<file path="config.mk">
export PLATFORM = sky130hd
export DESIGN_NAME = pingpong_bank_buffer_flat
export DESIGN_NICKNAME = d
export VERILOG_FILES = /design/src/rtl/pingpong_bank_buffer_if.sv /design/src/rtl/pingpong_bank_buffer.sv /design/src/flat_wrapper.sv
export SDC_FILE = /design/constraint.sdc
export NUM_CORES = 1
export LEC_CHECK = 0
export ABC_AREA = 1
export CAP_MARGIN = 20
export CORE_UTILIZATION = 30
export CTS_CLUSTER_SIZE = 8
export DETAILED_ROUTE_END_ITERATION = 6
export PLACE_DENSITY_LB_ADDON = 0.1
export SYNTH_ARGS = -nofsm -noshare
export SYNTH_HDL_FRONTEND = slang
export SYNTH_SLANG_ARGS = --single-unit
</file>
<file path="constraint.sdc">
create_clock -name clk -period 5.3 [get_ports clk]
set_input_delay 1.06 -clock clk [delete_from_list [all_inputs] [get_ports clk]]
set_output_delay 1.06 -clock clk [all_outputs]
set_load 0.02 [all_outputs]
</file>
<file path="src/rtl/pingpong_bank_buffer_if.sv">
// Producer/consumer stream bundle for the ping-pong bank buffer.
// The master drives the producer data and the consumer ready; the slave is the buffer.
interface pingpong_bank_buffer_if #(
    parameter int unsigned WIDTH = 8,
    parameter int unsigned DEPTH = 4
);
    localparam int unsigned LW = $clog2(DEPTH) + 1;

    logic             in_valid;
    logic [WIDTH-1:0] in_data;
    logic             in_last;
    logic             in_ready;
    logic             out_valid;
    logic [WIDTH-1:0] out_data;
    logic             out_last;
    logic [LW-1:0]    out_len;
    logic             out_ready;
    logic [1:0]       bank_full;

    modport master (
        output in_valid, in_data, in_last, out_ready,
        input  in_ready, out_valid, out_data, out_last, out_len, bank_full
    );

    modport slave (
        input  in_valid, in_data, in_last, out_ready,
        output in_ready, out_valid, out_data, out_last, out_len, bank_full
    );
endinterface

</file>
<file path="src/rtl/pingpong_bank_buffer.sv">
// Double-bank buffer: the producer fills one bank while the consumer drains the other.
// Every output is decoded from registered state only, so no ready/valid path crosses the block.
module pingpong_bank_buffer #(
    parameter int unsigned WIDTH = 8,
    parameter int unsigned DEPTH = 4
) (
    input logic                  clk,
    input logic                  reset_n,
    pingpong_bank_buffer_if.slave bus_io
);
    localparam int unsigned AW = $clog2(DEPTH);
    localparam int unsigned LW = AW + 1;

    localparam logic [0:0] BANK_EMPTY  = 1'b0;
    localparam logic [0:0] BANK_CLOSED = 1'b1;

    logic [1:0]       full_q,   full_d;
    logic [LW-1:0]    len0_q,   len0_d;
    logic [LW-1:0]    len1_q,   len1_d;
    logic             wr_sel_q, wr_sel_d;
    logic [AW-1:0]    wr_idx_q, wr_idx_d;
    logic             rd_sel_q, rd_sel_d;
    logic [AW-1:0]    rd_idx_q, rd_idx_d;

    logic [WIDTH-1:0] bank0_mem [DEPTH];
    logic [WIDTH-1:0] bank1_mem [DEPTH];

    logic             in_ready_c;
    logic             out_valid_c;
    logic             out_last_c;
    logic [LW-1:0]    rd_len_c;
    logic [WIDTH-1:0] rd_word_c;
    logic             wr_fire_c;
    logic             wr_close_c;
    logic             rd_fire_c;
    logic [LW-1:0]    wr_len_c;

    // Status decode: the writer owns wr_sel while it is empty, the reader owns rd_sel while closed.
    always_comb begin
        in_ready_c  = (full_q[wr_sel_q] == BANK_EMPTY);
        out_valid_c = (full_q[rd_sel_q] == BANK_CLOSED);
        rd_len_c    = rd_sel_q ? len1_q : len0_q;
        rd_word_c   = rd_sel_q ? bank1_mem[rd_idx_q] : bank0_mem[rd_idx_q];
        out_last_c  = out_valid_c && (LW'(rd_idx_q) == (rd_len_c - LW'(1)));
        wr_fire_c   = bus_io.in_valid && in_ready_c;
        wr_close_c  = wr_fire_c && (bus_io.in_last || (wr_idx_q == AW'(DEPTH - 1)));
        rd_fire_c   = out_valid_c && bus_io.out_ready;
        wr_len_c    = LW'(wr_idx_q) + LW'(1);
    end

    assign bus_io.in_ready  = in_ready_c;
    assign bus_io.out_valid = out_valid_c;
    assign bus_io.out_data  = out_valid_c ? rd_word_c : '0;
    assign bus_io.out_len   = out_valid_c ? rd_len_c : '0;
    assign bus_io.out_last  = out_last_c;
    assign bus_io.bank_full = full_q;

    // Next state; writer and reader touch disjoint banks, so both updates may land together.
    always_comb begin
        full_d   = full_q;
        len0_d   = len0_q;
        len1_d   = len1_q;
        wr_sel_d = wr_sel_q;
        wr_idx_d = wr_idx_q;
        rd_sel_d = rd_sel_q;
        rd_idx_d = rd_idx_q;

        if (wr_fire_c) begin
            if (wr_close_c) begin
                full_d[wr_sel_q] = BANK_CLOSED;
                if (wr_sel_q) begin
                    len1_d = wr_len_c;
                end else begin
                    len0_d = wr_len_c;
                end
                wr_sel_d = ~wr_sel_q;
                wr_idx_d = '0;
            end else begin
                wr_idx_d = wr_idx_q + AW'(1);
            end
        end

        if (rd_fire_c) begin
            if (out_last_c) begin
                full_d[rd_sel_q] = BANK_EMPTY;
                rd_sel_d = ~rd_sel_q;
                rd_idx_d = '0;
            end else begin
                rd_idx_d = rd_idx_q + AW'(1);
            end
        end
    end

    always_ff @(posedge clk or negedge reset_n) begin
        if (!reset_n) begin
            full_q   <= '0;
            len0_q   <= '0;
            len1_q   <= '0;
            wr_sel_q <= 1'b0;
            wr_idx_q <= '0;
            rd_sel_q <= 1'b0;
            rd_idx_q <= '0;
        end else begin
            full_q   <= full_d;
            len0_q   <= len0_d;
            len1_q   <= len1_d;
            wr_sel_q <= wr_sel_d;
            wr_idx_q <= wr_idx_d;
            rd_sel_q <= rd_sel_d;
            rd_idx_q <= rd_idx_d;
        end
    end

    // Storage is deliberately unreset; a bank is only read after it has been written and closed.
    always_ff @(posedge clk) begin
        if (wr_fire_c) begin
            if (wr_sel_q) begin
                bank1_mem[wr_idx_q] <= bus_io.in_data;
            end else begin
                bank0_mem[wr_idx_q] <= bus_io.in_data;
            end
        end
    end

endmodule

</file>
<file path="src/flat_wrapper.sv">
// flat-port wrapper written by rule: the top's interface ports become plain ports
module pingpong_bank_buffer_flat 
#(
    parameter int unsigned WIDTH = 8,
    parameter int unsigned DEPTH = 4
)
  (clk, reset_n, bus_io_in_valid, bus_io_in_data, bus_io_in_last, bus_io_out_ready, bus_io_in_ready, bus_io_out_valid, bus_io_out_data, bus_io_out_last, bus_io_out_len, bus_io_bank_full);
  pingpong_bank_buffer_if #(.WIDTH(WIDTH), .DEPTH(DEPTH)) bus_io_i ();
  input logic clk;
  input logic reset_n;
  input wire logic [$bits(bus_io_i.in_valid)-1:0] bus_io_in_valid;
  input wire logic [$bits(bus_io_i.in_data)-1:0] bus_io_in_data;
  input wire logic [$bits(bus_io_i.in_last)-1:0] bus_io_in_last;
  input wire logic [$bits(bus_io_i.out_ready)-1:0] bus_io_out_ready;
  output wire logic [$bits(bus_io_i.in_ready)-1:0] bus_io_in_ready;
  output wire logic [$bits(bus_io_i.out_valid)-1:0] bus_io_out_valid;
  output wire logic [$bits(bus_io_i.out_data)-1:0] bus_io_out_data;
  output wire logic [$bits(bus_io_i.out_last)-1:0] bus_io_out_last;
  output wire logic [$bits(bus_io_i.out_len)-1:0] bus_io_out_len;
  output wire logic [$bits(bus_io_i.bank_full)-1:0] bus_io_bank_full;
  assign bus_io_i.in_valid = bus_io_in_valid;
  assign bus_io_i.in_data = bus_io_in_data;
  assign bus_io_i.in_last = bus_io_in_last;
  assign bus_io_i.out_ready = bus_io_out_ready;
  assign bus_io_in_ready = bus_io_i.in_ready;
  assign bus_io_out_valid = bus_io_i.out_valid;
  assign bus_io_out_data = bus_io_i.out_data;
  assign bus_io_out_last = bus_io_i.out_last;
  assign bus_io_out_len = bus_io_i.out_len;
  assign bus_io_bank_full = bus_io_i.bank_full;
  pingpong_bank_buffer #(.WIDTH(WIDTH), .DEPTH(DEPTH)) u_core (.clk(clk), .reset_n(reset_n), .bus_io(bus_io_i));
endmodule
</file>
# After elaboration in Yosys (flattened, before gate mapping)
# Memory sizes are Yosys's and may differ from the RTL's.
# Index checks and enable logic that the tools add are counted.
[word_totals]
regBits = 14
latch_bits = 0
mem_bits_rw = 64
mem_bits_ro = 0
in_bits = 13
output_inout_bits = 16
elab_cells = 60
n_memories = 2
[op_classes]
add_sub_neg = 4
multipliers = 0
div_mod_pow = 0
n_lt_le_gt_ge = 4
n_eq_ne = 2
shifts = 0
n_mux = 24
n_bitwise = 6
n_reduce_logical = 11
[memory_table]
columns = ["memory", "depth", "width", "read_ports", "rd_ports_with_merged_regs", "wr", "line", "source"]
rows = [
  ["u_core.bank0_mem", 4, 8, 1, 0, 1, "pingpong_bank_buffer.sv:25", "logic [WIDTH-1:0] bank0_mem [DEPTH];"],
  ["u_core.bank1_mem", 4, 8, 1, 0, 1, "pingpong_bank_buffer.sv:26", "logic [WIDTH-1:0] bank1_mem [DEPTH];"],
]
[op_table]
columns = ["operator", "n"]
rows = [
  ["two-way mux 8 bit", 2],
  ["two-way mux 1 bit", 12],
  ["two-way mux 2 bit", 6],
  ["logical AND 1 bit", 6],
  ["two-way mux 3 bit", 2],
  ["AND reduction 3 bit", 2],
  ["adder 2 x 1 -> 2 bit (second input constant)", 2],
  ["< comparator 1 x 2 -> 1 bit (second input constant)", 2],
  ["AND reduction 2 bit", 2],
  ["adder 2 x 1 -> 3 bit (second input constant)", 1],
  ["== test 2 x 3 -> 1 bit", 1],
  ["NOT 1 bit", 3],
  ["subtractor 3 x 1 -> 3 bit (second input constant)", 1],
  ["AND 2 bit", 1],
  ["demux 1 bit (select 1 bit)", 2],
  ["== test 2 bit (second input constant)", 1],
  ["greater-or-equal comparator 1 bit (second input constant)", 2],
  ["NOT 2 bit", 1],
  ["bitwise OR 2 bit", 1],
  ["logical OR 1 bit", 1],
]

# Logic depth before layout (Yosys ltp)
[logic_depth]
word_depth = 10
depth_mapped = 13
mapped_depth_nobuf = 12

# Least setup slack after synthesis
# Ideal clock, no wire load.
[synth_path]
path_kind = "reg-to-output"
startpoint = "register u_core.rd_sel_q"
endpoint = "output port bus_io_out_last"
arrival_ns = 1.530
required_time_ns = 4.240
slack_ns = 2.710
path_stages_with_launch = 11
path_buffers = 1
path_cell_list = "dfrtp_1 > buf_6 > nand2_1 > nand2_1 > ha_1 > nand2_1 > inv_1 > nor2_1 > nand2_1 > nor2_2 > and2_1"
[synth_via]
elab_chain_len = 4
word_cells_on_any_way = 6
cone_classes = "add/sub (1); eq/ne (1); mux (3); reduce/logical (1)"
[synth_rtl]
columns = ["element", "line", "source"]
rows = [
  ["from (decl)", "pingpong_bank_buffer.sv:22", "logic rd_sel_q, rd_sel_d;"],
  ["from (signal assigned)", "pingpong_bank_buffer.sv:109", "rd_sel_q <= rd_sel_d;"],
  ["two-way mux 3 bit", "pingpong_bank_buffer.sv:42", "rd_len_c = rd_sel_q ? len1_q : len0_q;"],
  ["subtractor 3 x 1 -> 3 bit", "pingpong_bank_buffer.sv:44", "out_last_c = out_valid_c && (LW'(rd_idx_q) == (rd_len_c - LW'(1)));"],
  ["== test 2 x 3 -> 1 bit", "pingpong_bank_buffer.sv:44", ""],
  ["logical AND 1 bit *", "pingpong_bank_buffer.sv:44", ""],
  ["to (decl)", "flat_wrapper.sv:18", "output wire logic [$bits(bus_io_i.out_last)-1:0] bus_io_out_last;"],
]
# Every way passes the cells marked *; elsewhere a longest branch is shown, timed or not. The select of a mux whose other input is x is not followed.

# Final worst setup path
# Ends and elaborated chain as after synthesis.

==> results.md <==
- Starting Density: 31.04%
- RSZ-0062 raised after global routing: false
- Die W: 108.4 um
- Max_slew headroom: a little over a quarter
- Final Hold Vio Count: 0
- Setup Skew: between 0.005 and 0.006 ns
- Top-count cell post-synth: nor2_1
- Final GP Congestion: 0.7407
- Worst Reg-to-Reg Cells: 12
- Yosys top cell by area: edfxtp_1
- Area Growth Syn to Fin: 22.26%
- Initial DRT Pass Iterations: 4
- CTS root buf: clkbuf_16
- ANT cells: 0
- Pwr Total: 1702 uW
- Req. time, crit path: roughly 4.2 ns
- Hold Buf Count CTS: 0
- Sequential area share after synthesis: 66.94%
- Worst hold endpoint: u_core.len0_q[1]$_DFFE_PN0P_
- Die area: 11740 um2
- Synth area leaders: edfxtp_1 57%, dfrtp_1 10%, nor2_1 7.5%
- Vias: 2202
- CORE AREA: 10940 um2
- First-pass GRT wire length: 12100 um
- Fin. max-slew vios: 0
- R2R setup slack: ~2.9 ns
- #FFs+latches synth: 78
- Gr usage total: 14.61%
- Placed cell areas: 3787 um2
- Crit-path slowest cell: dfrtp_1
- Routed length per instance: roughly 16 um
- Ys Warns: 0
- Class of the worst hold path: reg2reg
- Number of global-route vias before repair: between 2000 and 2500
- Status: finished clean
- PostCTS Resize Cnt: 0
- Post-synth EDFFs: 64
- Residual DRC: 0
- H-tree Lvls: 3
- Unique masters post-synth: 27
- Reg clk slew, reported paths: 0.06 ns
- Grt total ovfl: 0
- R2r endpoint: u_core.rd_sel_q$_DFFE_PN0P_
- CTS tree: built
- Final setup violation count: 0
- Setup Buffers After CTS: 0
- Setup crit end kind: output port
- Clk sinks: 78
- Startpoint class of the critical path: flop
- Max Cap Violations: 0
- CP Cell Sequence: inv_2, nand2_1, nand2_1, ha_1, nand2_1, inv_1, nor2_1, nand2_1, nor2_2, and2_1, clkdlybuf4s50_1
- Fill count: between 1000 and 1500
- Launch point of the worst reg-to-reg path: u_core.rd_sel_q$_DFFE_PN0P_
- Top-area cell type share of the netlist area: 56.62%
- Ys flop type: edfxtp_1
- Finished Cell Area: between 4000 and 5000 um2
- Final TNS setup: 0 ns
- Nets: about 360
- Share of layout cells above drive strength 1: approximately 7.8%
- Multi-input gate area: 938.4 um2
- I/O Pins: 29
- Critical path launch point: u_core.rd_sel_q$_DFFE_PN0P_
- Synth cell count leaders: 68 x nor2_1, 64 x edfxtp_1, 43 x o21ai_0
- Peak Freq: 245.3 MHz
- Maximum vdd ir drop: 0.0001695 V
- Syn nets: 331
- Pleak: roughly 0.0016 uW
- Total wire length: 7865 um
- Critical path class: reg2out
- Post-DP HPWL: approximately 5000 um
- Register area: 2272 um2
- Row count: 38
- Initial antenna violation count: 0
- Vias per cell: 4.540
- Asr flop ratio synth: 17.95%
- Fin crit share: 76.92%
- Slowest stage delay, CP: 0.71 ns
- Latest clock arrival within the worst-skew pair: roughly 0.33 ns
- Syn Std Cell Area: 3395 um2
- Top fanout value on the critical path: 17
- CTS buffer count: 9
- Worst path arrival time: between 3 and 4 ns
- Syn avg cell area: 10.85 um2
- Hold wc startpoint: u_core.len0_q[1]$_DFFE_PN0P_
- Hold depth: 2
- Die H: 108.4 um
- Maximum buffer depth of the clock tree: 2
- P per Cell Area: ~410 nW/um2
- Post-Syn Instances: 313
- Worst-Margin Slew: 1.103 ns
- CP most frequent cell: nand2_1
- Initial drt markers: 84
- Final min period: just over 4 ns
- Largest net degree at the start of global routing: 37
- Routed Antenna Nets: 0
- Input/output buffers: 28
==> final cells by class <==
class                           instances  share of cell area (%)
Sequential cell                        78                   54.75
Multi-Input combinational cell        195                   22.61
Timing Repair Buffer                   30                   7.205
Clock buffer                           10                   5.517
Tap cell                              140                   4.221
Clock inverter                          6                   3.226
Inverter                               26                   2.472
==> state kept, by name (all words and copies together), names as in the netlist <==
name                     count
u_core.bank0_mem            32
u_core.bank1_mem            32
u_core.bus_io.bank_full      2
u_core.len0_q                3
u_core.len1_q                3
u_core.rd_idx_q              2
u_core.rd_sel_q              1
u_core.wr_idx_q              2
u_core.wr_sel_q              1
==> kinds of logic (layout without fill, tap and decap cells) <==
| group | after synthesis | after routing | share of synthesized area (%) |
|---|---|---|---|
| AND/OR/NAND/NOR | 120 | 120 | 14.60 |
| flip-flops | 78 | 78 | 66.94 |
| AO/OA/AOI/OAI | 69 | 69 | 10.91 |
| buffers and inverters | 40 | 72 | 5.418 |
| adder cells (fa/ha/maj) | 5 | 5 | 1.843 |
| multiplexers | 1 | 1 | 0.2949 |
==> per-stage QoR <==
stage / utilization, % / hold WS (ns) / cells / worst slack (ns)
finish: 37.95 / 0.4858 / 485 / 1.223
global route: 37.95 / 0.5250 / 485 / 0.9733
floorplan: - / 0.4581 / 313 / 2.710
CTS: 37.95 / 0.4941 / 485 / 1.182
detailed placement: 34.63 / 0.4789 / 469 / 1.533
global placement: 34.53 / 0.4769 / 468 / 1.605
==> how the worst max path moves through the flow <==
stage,slack [ns],endpoint,cells after the start
3_5_place_dp,1.53,bus_io_out_last,11
5_1_grt,0.97,bus_io_out_last,11
3_3_place_gp,1.61,bus_io_out_last,11
2_1_floorplan,2.71,bus_io_out_last,10
6_report,1.22,bus_io_out_last,11
4_1_cts,1.18,bus_io_out_last,11
==> power breakdown <==
group	internal (uW)	switching [uW]	total, uW
sequential	668	27.3	695
clock	508	238	746
combinational	104	157	261
total	1280	423	1700
==> cell usage in the layout, fill, tap and decap left out <==
master | Yosys | routed
clkinv_4 | 1 | 2
a21oi_1 | 1 | 1
nand3_1 | 7 | 7
clkbuf_1 | 3 | 1
bufinv_16 | 0 | 4
nand2_1 | 35 | 35
ha_1 | 5 | 5
and2_1 | 1 | 1
clkdlybuf4s50_1 | 0 | 28
nor2_2 | 1 | 1
o21ai_0 | 43 | 43
nand2_2 | 2 | 2
nand4_1 | 2 | 2
mux2i_1 | 1 | 1
buf_6 | 2 | 1
buf_4 | 1 | 1
inv_1 | 23 | 23
or2_2 | 1 | 1
o22ai_1 | 8 | 8
clkinv_2 | 0 | 1
dfrtp_1 | 14 | 14
clkbuf_16 | 0 | 9
inv_2 | 2 | 2
o21ai_1 | 15 | 15
edfxtp_1 | 64 | 64
nand3b_1 | 1 | 1
nor2_1 | 68 | 68
nand2_4 | 2 | 2
a31oi_1 | 1 | 1
a21boi_4 | 1 | 1
==> critical path: cells and delay by family (launching register included) <==
kind | cells | cell delay [ns]
buffers and inverters | 3 | 0.87
adder cells (fa/ha/maj) | 1 | 0.31
AND/OR/NAND/NOR | 7 | 0.78
flip-flops | 1 | 0.71
==> per-layer routing <==
metal	up-vias	routed length [um]	track usage (%)
met5	-	0	0
met4	0	79	5.502
met3	5	303	3.195
met2	23	3562	21.66
met1	1048	3920	20.83
li1	1126	-	-
Note: power is estimated with default switching activity, not from simulation.
